File: src/rtl/ov_sccb_pkg.sv
// Shared constants, state encoding and ID compare helper for the SCCB target.
// The read path is built only when SCCB_TARGET_READ_EN is defined.
package ov_sccb_pkg;

  localparam int SCCB_BYTE_W    = 8;
  localparam int SCCB_BIT_CNT_W = 4;

  localparam logic [SCCB_BYTE_W-1:0]    SCCB_ID_MASK  = 8'hFE;
  localparam logic [SCCB_BIT_CNT_W-1:0] SCCB_BIT_LAST = 4'd7;
  localparam logic [SCCB_BIT_CNT_W-1:0] SCCB_BIT_DONE = 4'd8;

  typedef logic [3:0] sccb_state_t;

  localparam sccb_state_t S_IDLE      = 4'd0;
  localparam sccb_state_t S_ID        = 4'd1;
  localparam sccb_state_t S_ID_ACK    = 4'd2;
  localparam sccb_state_t S_SUB       = 4'd3;
  localparam sccb_state_t S_SUB_ACK   = 4'd4;
  localparam sccb_state_t S_WDATA     = 4'd5;
  localparam sccb_state_t S_WDATA_ACK = 4'd6;
  localparam sccb_state_t S_RDATA     = 4'd7;
  localparam sccb_state_t S_RDATA_ACK = 4'd8;
  localparam sccb_state_t S_IGNORE    = 4'd9;

  // Bit 0 of the ID byte is the read/write flag and takes no part in the match.
  function automatic logic id_match(input logic [SCCB_BYTE_W-1:0] rx_id,
                                    input logic [SCCB_BYTE_W-1:0] chip_id);
    return ((rx_id ^ chip_id) & SCCB_ID_MASK) == '0;
  endfunction

endpackage

File: src/rtl/ov_sccb_target_line_sync.sv
// Synchronizes sio_c/sio_d into the clk domain and derives sio_c edges and
// START/STOP pulses, all one-cycle wide.
module sccb_line_sync #(
  parameter int SYNC_STAGES = 2
) (
  input  logic clk,
  input  logic reset,
  input  logic i_sio_c,
  input  logic i_sio_d,
  output logic o_sio_d,
  output logic o_c_rise,
  output logic o_c_fall,
  output logic o_start,
  output logic o_stop
);

  logic [SYNC_STAGES-1:0] r_c_sync;
  logic [SYNC_STAGES-1:0] r_d_sync;
  logic                   r_c_dly;
  logic                   r_d_dly;
  logic                   w_c;
  logic                   w_d;

  // NOTE: synchronizer flops reset to 1 (idle bus) so leaving reset never looks like a START.
  always_ff @(posedge clk) begin
    if (!reset) begin
      r_c_sync <= '1;
      r_d_sync <= '1;
      r_c_dly  <= 1'b1;
      r_d_dly  <= 1'b1;
    end else begin
      r_c_sync <= {r_c_sync[SYNC_STAGES-2:0], i_sio_c};
      r_d_sync <= {r_d_sync[SYNC_STAGES-2:0], i_sio_d};
      r_c_dly  <= w_c;
      r_d_dly  <= w_d;
    end
  end

  assign w_c = r_c_sync[SYNC_STAGES-1];
  assign w_d = r_d_sync[SYNC_STAGES-1];

  assign o_sio_d  = w_d;
  assign o_c_rise = w_c & ~r_c_dly;
  assign o_c_fall = ~w_c & r_c_dly;
  // sio_c must be high on both samples so a clock edge is never read as START/STOP.
  assign o_start  = w_c & r_c_dly & r_d_dly & ~w_d;
  assign o_stop   = w_c & r_c_dly & ~r_d_dly & w_d;

endmodule

File: src/rtl/ov_sccb_target.sv
// SCCB target: decodes ID/sub-address/data phases into a byte register port.
// Define SCCB_TARGET_READ_EN to acknowledge the read ID and build the read path.
module ov_sccb_target
  import ov_sccb_pkg::*;
#(
  parameter logic [SCCB_BYTE_W-1:0] CHIP_ADDR   = 8'h42,
  parameter int                     SYNC_STAGES = 2
) (
  input  logic                   clk,
  input  logic                   reset,
  input  logic                   sio_c_in,
  input  logic                   sio_d_in,
  output logic                   sio_d_oe,
  output logic                   wr_en,
  output logic [SCCB_BYTE_W-1:0] wr_addr,
  output logic [SCCB_BYTE_W-1:0] wr_data,
  output logic [SCCB_BYTE_W-1:0] rd_addr,
  input  logic [SCCB_BYTE_W-1:0] rd_data,
  output logic                   busy,
  output logic                   id_err
);

`ifdef SCCB_TARGET_READ_EN
  localparam bit READ_ACCEPT = 1'b1;
`else
  localparam bit READ_ACCEPT = 1'b0;
  // Read data has no consumer when the read path is not built.
  logic w_unused_rd_data;
  assign w_unused_rd_data = ^rd_data;
`endif

  logic                      w_sio_d;
  logic                      w_c_rise;
  logic                      w_c_fall;
  logic                      w_start;
  logic                      w_stop;
  logic [SCCB_BYTE_W-1:0]    w_byte;
  logic                      w_last_bit;
  logic                      w_id_ok;

  sccb_state_t               r_state;
  logic [SCCB_BIT_CNT_W-1:0] r_bit_cnt;
  logic [SCCB_BYTE_W-1:0]    r_shift;
  logic [SCCB_BYTE_W-1:0]    r_sub_addr;
  logic                      r_sio_d_oe;
  logic                      r_wr_en;
  logic [SCCB_BYTE_W-1:0]    r_wr_addr;
  logic [SCCB_BYTE_W-1:0]    r_wr_data;
  logic                      r_id_err;

  sccb_line_sync #(
    .SYNC_STAGES (SYNC_STAGES)
  ) u_line_sync (
    .clk      (clk),
    .reset    (reset),
    .i_sio_c  (sio_c_in),
    .i_sio_d  (sio_d_in),
    .o_sio_d  (w_sio_d),
    .o_c_rise (w_c_rise),
    .o_c_fall (w_c_fall),
    .o_start  (w_start),
    .o_stop   (w_stop)
  );

  assign w_byte     = {r_shift[SCCB_BYTE_W-2:0], w_sio_d};
  assign w_last_bit = (r_bit_cnt == SCCB_BIT_LAST);
  assign w_id_ok    = id_match(w_byte, CHIP_ADDR) && (READ_ACCEPT || !w_byte[0]);

  always_ff @(posedge clk) begin
    if (!reset) begin
      r_state    <= S_IDLE;
      r_bit_cnt  <= '0;
      r_shift    <= '0;
      r_sub_addr <= '0;
      r_sio_d_oe <= 1'b0;
      r_wr_en    <= 1'b0;
      r_wr_addr  <= '0;
      r_wr_data  <= '0;
      r_id_err   <= 1'b0;
    end else begin
      // NOTE: strobes default low here; a later assignment in the same cycle wins.
      r_wr_en  <= 1'b0;
      r_id_err <= 1'b0;
      if (w_start) begin
        r_state    <= S_ID;
        r_bit_cnt  <= '0;
        r_sio_d_oe <= 1'b0;
      end else if (w_stop) begin
        r_state    <= S_IDLE;
        r_bit_cnt  <= '0;
        r_sio_d_oe <= 1'b0;
      end else begin
        case (r_state)
          S_ID, S_SUB, S_WDATA: begin
            if (w_c_rise) begin
              r_shift   <= w_byte;
              r_bit_cnt <= w_last_bit ? '0 : r_bit_cnt + 1'b1;
              if (w_last_bit) begin
                if (r_state == S_ID) begin
                  if (w_id_ok) begin
                    r_state <= S_ID_ACK;
                  end else begin
                    r_id_err <= 1'b1;
                    r_state  <= S_IGNORE;
                  end
                end else if (r_state == S_SUB) begin
                  r_sub_addr <= w_byte;
                  r_state    <= S_SUB_ACK;
                end else begin
                  r_wr_en    <= 1'b1;
                  r_wr_addr  <= r_sub_addr;
                  r_wr_data  <= w_byte;
                  r_sub_addr <= r_sub_addr + 1'b1;
                  r_state    <= S_WDATA_ACK;
                end
              end
            end
          end

          // First falling edge drives the ACK, the second releases it and moves on.
          S_ID_ACK, S_SUB_ACK, S_WDATA_ACK: begin
            if (w_c_fall) begin
              if (!r_sio_d_oe) begin
                r_sio_d_oe <= 1'b1;
              end else begin
                r_sio_d_oe <= 1'b0;
                r_bit_cnt  <= '0;
                if (r_state == S_ID_ACK) begin
`ifdef SCCB_TARGET_READ_EN
                  if (r_shift[0]) begin
                    r_sio_d_oe <= ~rd_data[SCCB_BYTE_W-1];
                    r_shift    <= {rd_data[SCCB_BYTE_W-2:0], 1'b0};
                    r_state    <= S_RDATA;
                  end else begin
                    r_state <= S_SUB;
                  end
`else
                  r_state <= S_SUB;
`endif
                end else begin
                  r_state <= S_WDATA;
                end
              end
            end
          end

`ifdef SCCB_TARGET_READ_EN
          S_RDATA: begin
            if (w_c_rise) begin
              r_bit_cnt <= r_bit_cnt + 1'b1;
            end else if (w_c_fall) begin
              if (r_bit_cnt == SCCB_BIT_DONE) begin
                r_sio_d_oe <= 1'b0;
                r_bit_cnt  <= '0;
                r_state    <= S_RDATA_ACK;
              end else begin
                r_sio_d_oe <= ~r_shift[SCCB_BYTE_W-1];
                r_shift    <= {r_shift[SCCB_BYTE_W-2:0], 1'b0};
              end
            end
          end

          // bit_cnt == 1 marks a master ACK seen; the next falling edge reloads.
          S_RDATA_ACK: begin
            if (w_c_rise) begin
              if (w_sio_d) begin
                r_state <= S_IGNORE;
              end else begin
                r_sub_addr <= r_sub_addr + 1'b1;
                r_bit_cnt  <= 4'd1;
              end
            end else if (w_c_fall && r_bit_cnt == 4'd1) begin
              r_sio_d_oe <= ~rd_data[SCCB_BYTE_W-1];
              r_shift    <= {rd_data[SCCB_BYTE_W-2:0], 1'b0};
              r_bit_cnt  <= '0;
              r_state    <= S_RDATA;
            end
          end
`endif

          default: begin
          end
        endcase
      end
    end
  end

  assign sio_d_oe = r_sio_d_oe;
  assign wr_en    = r_wr_en;
  assign wr_addr  = r_wr_addr;
  assign wr_data  = r_wr_data;
  assign rd_addr  = r_sub_addr;
  assign busy     = (r_state != S_IDLE);
  assign id_err   = r_id_err;

endmodule

File: config.mk
export PLATFORM = sky130hd
export DESIGN_NAME = ov_sccb_target
export DESIGN_NICKNAME = d
export VERILOG_FILES = /design/src/rtl/ov_sccb_pkg.sv /design/src/rtl/ov_sccb_target_line_sync.sv /design/src/rtl/ov_sccb_target.sv
export SDC_FILE = /design/constraint.sdc
export NUM_CORES = 1
export LEC_CHECK = 0
export CELL_PAD_IN_SITES_DETAIL_PLACEMENT = 1
export CELL_PAD_IN_SITES_GLOBAL_PLACEMENT = 1
export CORE_MARGIN = 1
export CORE_UTILIZATION = 39
export CTS_CLUSTER_DIAMETER = 40
export DETAILED_ROUTE_END_ITERATION = 8
export PLACE_DENSITY = 0.89
export SKIP_CTS_REPAIR_TIMING = 1
export SYNTH_ARGS = -nofsm -noshare
export SYNTH_HDL_FRONTEND = slang
export SYNTH_SLANG_ARGS = --single-unit
File: constraint.sdc
create_clock -name clk -period 1.9 [get_ports clk]
set_input_delay 0.285 -clock clk [delete_from_list [all_inputs] [get_ports clk]]
set_output_delay 0.285 -clock clk [all_outputs]
set_load 0.01 [all_outputs]
# After elaboration in Yosys (flattened, before gate mapping)

Cells that the tools add are included.

Bits in registers: 48
Bits of input ports: 12
Output and inout port bits: 28
Logic and storage cells: 89

Add/subtract/negate cells: 2
Equality and inequality tests: 15
Multiplexer cells: 20
Bitwise logic cells: 20
Reduce and logical (&&, ||, !) cells: 18

Operators by type and width:

| cell                                                   | number |
|---|---|
| two-way mux 4 bit                                      | 10 |
| == test 4 x 3 -> 1 bit (second input constant)         | 4 |
| case mux 4 bit (2 select lines)                        | 2 |
| OR reduction 7 bit                                     | 2 |
| NOT 1 bit                                              | 12 |
| AND reduction 5 bit                                    | 2 |
| OR reduction 3 bit                                     | 3 |
| adder 8 x 1 -> 8 bit (second input constant)           | 1 |
| == test 4 x 2 -> 1 bit (second input constant)         | 2 |
| logical NOT 8 bit                                      | 1 |
| two-way mux 8 bit                                      | 1 |
| inequality test 4 x 1 -> 1 bit (second input constant) | 2 |
| inequality test 4 x 2 -> 1 bit (second input constant) | 2 |
| AND reduction 4 bit                                    | 2 |
| nonzero test 4 bit                                     | 2 |
| bitwise AND 1 bit                                      | 7 |
| AND reduction 7 bit                                    | 1 |
| AND reduction 6 bit                                    | 1 |
| two-way mux 1 bit                                      | 5 |
| adder 4 x 1 -> 4 bit (second input constant)           | 1 |
| == test 4 x 1 -> 1 bit (second input constant)         | 1 |
| inequality test 2 x 1 -> 1 bit (second input constant) | 2 |
| inequality test 2 bit (second input constant)          | 2 |
| two-way mux 3 bit                                      | 1 |
| other kinds (6)                                        | 6 |

# Depth between registers and ports, before layout

Gate-level depths: netlist (run 1).

Depth in word-level cells: 10
Depth in mapped cells: 9
Mapped depth without buffers: 6

# Hierarchy

Synthesis (run 1) repeated with hierarchy kept, for this count alone.

Cell total of the unflattened synthesis: 249
Area, all modules: 2229.6 um^2

Modules (own cells, without submodules):

| module         | times used | cells an instance | area an instance (um^2) | sequential area each (um^2) |
|---|---|---|---|---|
| ov_sccb_target | 1          | 233               | 2039.5                  | 840.8 |
| sccb_line_sync | 1          | 16                | 190.2                   | 120.1 |

# Worst setup path before layout (run 1)

No wires, ideal clock.

Path type: reg-to-reg
From: reg r_bit_cnt[0]
To: reg r_wr_addr[0] (netlist: wr_addr[0])
Setup time: 128 ps
Arrival: 1486 ps
Required time: 1772 ps
Slack: 286 ps
Cell stages (with the launch flop): 9
Buffers on the path: 2
Clock period less this slack: 1614 ps
Path through: dfxtp_1 ha_1 and3b_1 nand4_4 a21o_1 buf_6 buf_12 mux2i_1 nor2_1

Word-level cells in the longest chain between the ends: 2

Ends and longest elaborated chain:

| element                              | RTL line              | source |
|---|---|---|
| start: declaration                   | ov_sccb_target.sv:42  | `logic [SCCB_BIT_CNT_W-1:0] r_bit_cnt;` |
| start signal: assignment             | ov_sccb_target.sv:97  | `r_bit_cnt <= w_last_bit ? '0 : r_bit_cnt + 1'b1;` |
| == test 4 x 3 -> 1 bit               | ov_sccb_target.sv:66  | `assign w_last_bit = (r_bit_cnt == SCCB_BIT_LAST);` |
| AND reduction 7 bit (no source line) | n/a                   |  |
| end signal: assignment               | ov_sccb_target.sv:111 | `r_wr_addr <= r_sub_addr;` |
| end: declaration                     | ov_sccb_target.sv:47  | `logic [SCCB_BYTE_W-1:0] r_wr_addr;` |

No other way between the ends.
A chain may end at the register's enable or synchronous reset.

# Worst setup path in the final report (run 1)

Same ends and word-level chain as after synthesis.

==> run summary, run 1 <==
For this run, design rule violations remaining after detail routing come to 0. The TritonCTS buffer count came out at 5. The power density of the placed cells is 668.8 nW/µm².

The timing startpoint of the critical path is r_bit_cnt[0]$_SDFFE_PP0P_. The floorplan die height is 75.20 µm. The signal on the critical path passes through ha_1 -> and3b_1 -> nand4_4 -> a21o_1 -> buf_4 -> mux2i_1 -> nor2_1.

The core region is 5140 µm². The number of nets in the synthesized netlist came out at 236. The routed length per placed instance came out at 15.47 µm. Measured against its own limit, the worst slew margin works out to 0.5141. Of the total power, combinational logic draws 0.041.

After synthesis, the share of cell area in mux cells is 0.1054. The worst setup path is of the reg -> reg kind. The remaining antenna violation count is 0. After synthesis, the cell types taking the most area are sky130_fd_sc_hd__dfxtp_1 (46%), sky130_fd_sc_hd__mux2i_1 (11%), sky130_fd_sc_hd__nor2_1 (5.7%). The number of antenna violations at the first check in global routing is 0. The number of top-level pins came out at 40. The area growth from synthesis to layout is 22.99%. The number of iterations in the first detailed-routing pass came out at 4. STA classifies the critical path startpoint as a flip-flop. The final count of hold timing violations came out at 0. The flow ran to the end, and the final reports show no timing, DRC or antenna violations. The footprint of the multi-input gates is 1042 µm². The number of global-route vias before repair came out at 1695. The number of filler instances in the final layout came out at 638.

The top cell types in the final layout, fill and taps aside, are sky130_fd_sc_hd__dfxtp_1 (48), sky130_fd_sc_hd__nor2_1 (32), sky130_fd_sc_hd__clkdlybuf4s50_1 (31), sky130_fd_sc_hd__mux2i_1 (22), sky130_fd_sc_hd__nand2_1 (17). Wires add up to 5105 µm. The all-layer global routing usage came out at 0.1915.

The number of standard cells after synthesis came out at 222. The largest total area in the synthesized netlist belongs to sky130_fd_sc_hd__dfxtp_1. The sequential share of power is 0.592. The synthesized area came out at 2090 µm². The site row count came out at 26. The proportion of power drawn by the clock network came out at 0.367. The design draws 0.001719 W. Counting flops and latches in the post-synthesis netlist gives 48.

The routability congestion estimate is 0.8160. Yosys printed 0 warnings. The routed layout has 1773 vias. The slew of the pin with the lowest slew margin is 0.7240 ns. The total congestion overflow after global routing came out at 0. The maximum frequency from static timing analysis is 552.7 MHz. The HPWL after detailed placement is 3727 µm. Of the synthesized area, sequential elements account for 0.4599. The number of setup violations in the final report came out at 0. The internal portion of total power came out at 0.001339 W. The min-delay analysis places its worst path in the category reg -> reg. Of the available clock period, the critical path in the final layout requires 0.9523.

The non-filler instance count after layout is 330. The fraction of registers with async set/reset came out at 0. After synthesis, the largest family of logic cells by area is simple AND/OR/NAND/NOR gates.

The final max-slew violation count came out at 0. The critical path data required time came out at 2.07 ns. Timing analysis after detailed placement gives a worst setup slack of 0.07063 ns. For the worst-skew pair, the clock arrives at the later sink with an insertion delay of 0.30 ns. After detailed placement, the design holds a cell count of 322. A synthesized cell averages 9.412 µm². The number of diodes came out at 0. The clock arrives with 0.008154 ns of skew. The via density per instance came out at 5.373. The net load switching power came out at 0.0003798 W. Leaving out fill and tap cells, the most frequent cell in the layout is sky130_fd_sc_hd__dfxtp_1.

The first global-routing pass estimated 8162 µm of wire. Setup repair after global routing left no endpoint under its margin. The number of violations of the max-capacitance limit came out at 0. The critical path's largest stage delay is 0.38 ns.

The count of distinct cell types in the synthesized netlist is 48. The fraction of the core area covered by cells at the end of the flow came out at 0.5000. Of the total synthesized cell area, the portion taken by full adders, half adders and majority gates is 0.01198.

The complex-gate fraction of the synthesized area came out at 0.1281. The cell sitting at the root of the clock tree is a sky130_fd_sc_hd__clkbuf_8. Among all stages on the critical path, the largest delay is contributed by sky130_fd_sc_hd__dfxtp_1.

The clock tree from TritonCTS is built. The CTS H-tree depth is 2. Entering global routing, the biggest net connects 29 pins.

The flip-flop and latch area is 960.9 µm². The worst hold path begins at u_line_sync.r_c_sync[0]$_SDFF_PN1_. STA classifies the critical path endpoint as a flip-flop. In this run the static leakage power is 1.060 nW. The initial core utilization came out at 0.4065. The longest clock path from root to sink contains 2 buffers. The post-synthesis share of cell area spent on xor and xnor gates is 0.02096. The share of the synthesized area in the top cell type came out at 0.4599. The final sum of negative setup slack came out at 0 ns. The most instantiated flip-flop cell in the synthesis netlist is sky130_fd_sc_hd__dfxtp_1.

Buffers placed on the I/O ports in this run total 31. The clock transition at the register clock pins on the worst setup and hold paths after CTS came out at 0.09 ns. The die footprint is 5654 µm². The die extent in x is 75.20 µm. Of the total synthesized cell area, the portion taken by AND, OR, NAND and NOR gates is 0.2293.

The endpoint arrival time on the critical path came out at 1.98 ns. The share of layout cells above drive strength 1 is 0.1000. The launching point of the worst reg2reg path is r_bit_cnt[0]$_SDFFE_PP0P_.

The number of synthesized flops with an enable pin came out at 0. The iteration-0 DRC count of the detailed router came out at 64. Counting every sink on the clock net gives 48.

The setup slack after layout came out at 0.09054 ns. The fraction of power spent switching nets came out at 0.2210. The maximum net fanout on the critical path is 16. The total number of nets in the final design came out at 273. The worst-case vdd ir drop is 0.4171 mV. The final period demand of the worst path came out at 1.809 ns.
==> power by group through the flow <==
stage	logic, W	clock network [W]	registers (W)
after floorplan	0.0000477	0	0.00104
after global placement	0.0000680	0	0.00104
after detailed placement	0.0000706	0	0.00104
after CTS	0.0000712	0.000644	0.00102
after global routing	0.0000780	0.000683	0.00102
final	0.0000707	0.000631	0.00102
==> path summary, 6_finish.rpt <==
| path | endpoint | slack (ns) | cells after the start |
|---|---|---|---|
| hold reg to reg | u_line_sync.r_c_sync[1]$_SDFF_PN1_ | 0.41 | 1 |
| setup reg to reg | wr_addr[0]$_SDFFE_PN0P_ | 0.09 | 7 |
| hold / removal | u_line_sync.r_c_sync[1]$_SDFF_PN1_ | 0.41 | 1 |
| setup / recovery | wr_addr[0]$_SDFFE_PN0P_ | 0.09 | 7 |
==> per-stage QoR <==
stage          instance area, µm²  hold slack, ns
5_1_grt                      2570          0.4421
3_3_place_gp                 2474          0.3908
2_1_floorplan                2090          0.3580
3_5_place_dp                 2474          0.3968
4_1_cts                      2564          0.4170
6_report                     2570          0.4131
==> cells in the mapped netlist, drive strengths merged, types with 4 or more instances <==
cell,number
dfxtp,48
nor2,33
mux2i,22
a21oi,18
nand2,18
nand3,10
nand2b,7
nor3,7
o21ai,7
buf,6
clkbuf,4
==> per-layer routing <==
metal	track usage	wire length (µm)	vias to the layer above
li1	-	-	859
met4	0.08025	132	0
met3	0.03748	152	14
met2	0.3123	2452	39
met1	0.2486	2367	861
met5	0	0	-
==> critical path: cells and delay by family, from the launching register on <==
kind	cells	cell delay, ns
and+or+nand+nor	3	0.46
DFF	1	0.38
buffers and inverters	1	0.22
adders and majority gates	1	0.21
muxes	1	0.20
AOI/OAI and AO/OA	1	0.19
==> cell type report <==
| type | instances | area share |
|---|---|---|
| Multi-Input combinational cell | 161 | 0.4056 |
| Inverter | 3 | 0.004382 |
| Timing Repair Buffer | 40 | 0.1470 |
| Sequential cell | 48 | 0.3739 |
| Clock buffer | 8 | 0.03505 |
| Tap cell | 70 | 0.03408 |
==> sequential cells by signal, summed over array words and instances (netlist names), 2 cells and up <==
signal and flops:
rd_addr 8, wr_addr 8, wr_data 8, r_shift 7
r_bit_cnt 4, r_state 4, u_line_sync.r_c_sync 2, u_line_sync.r_d_sync 2
==> kinds of logic (layout without fill, tap and decap cells) <==
family          Yosys count  count (layout)
simple gates             90              90
flops                    48              48
compound gates           42              42
mux                      22              22
buf+inv                  13              51
xor+xnor                  5               5
fa+ha+maj                 2               2
Power figures use the tool's default switching activity.
==> run 2, diff against run 1 <==
- SLEW_MARGIN: unset -> 0
==> results of run 2 <==
No change in the layout: final DEF, timing and power equal those of run 1.
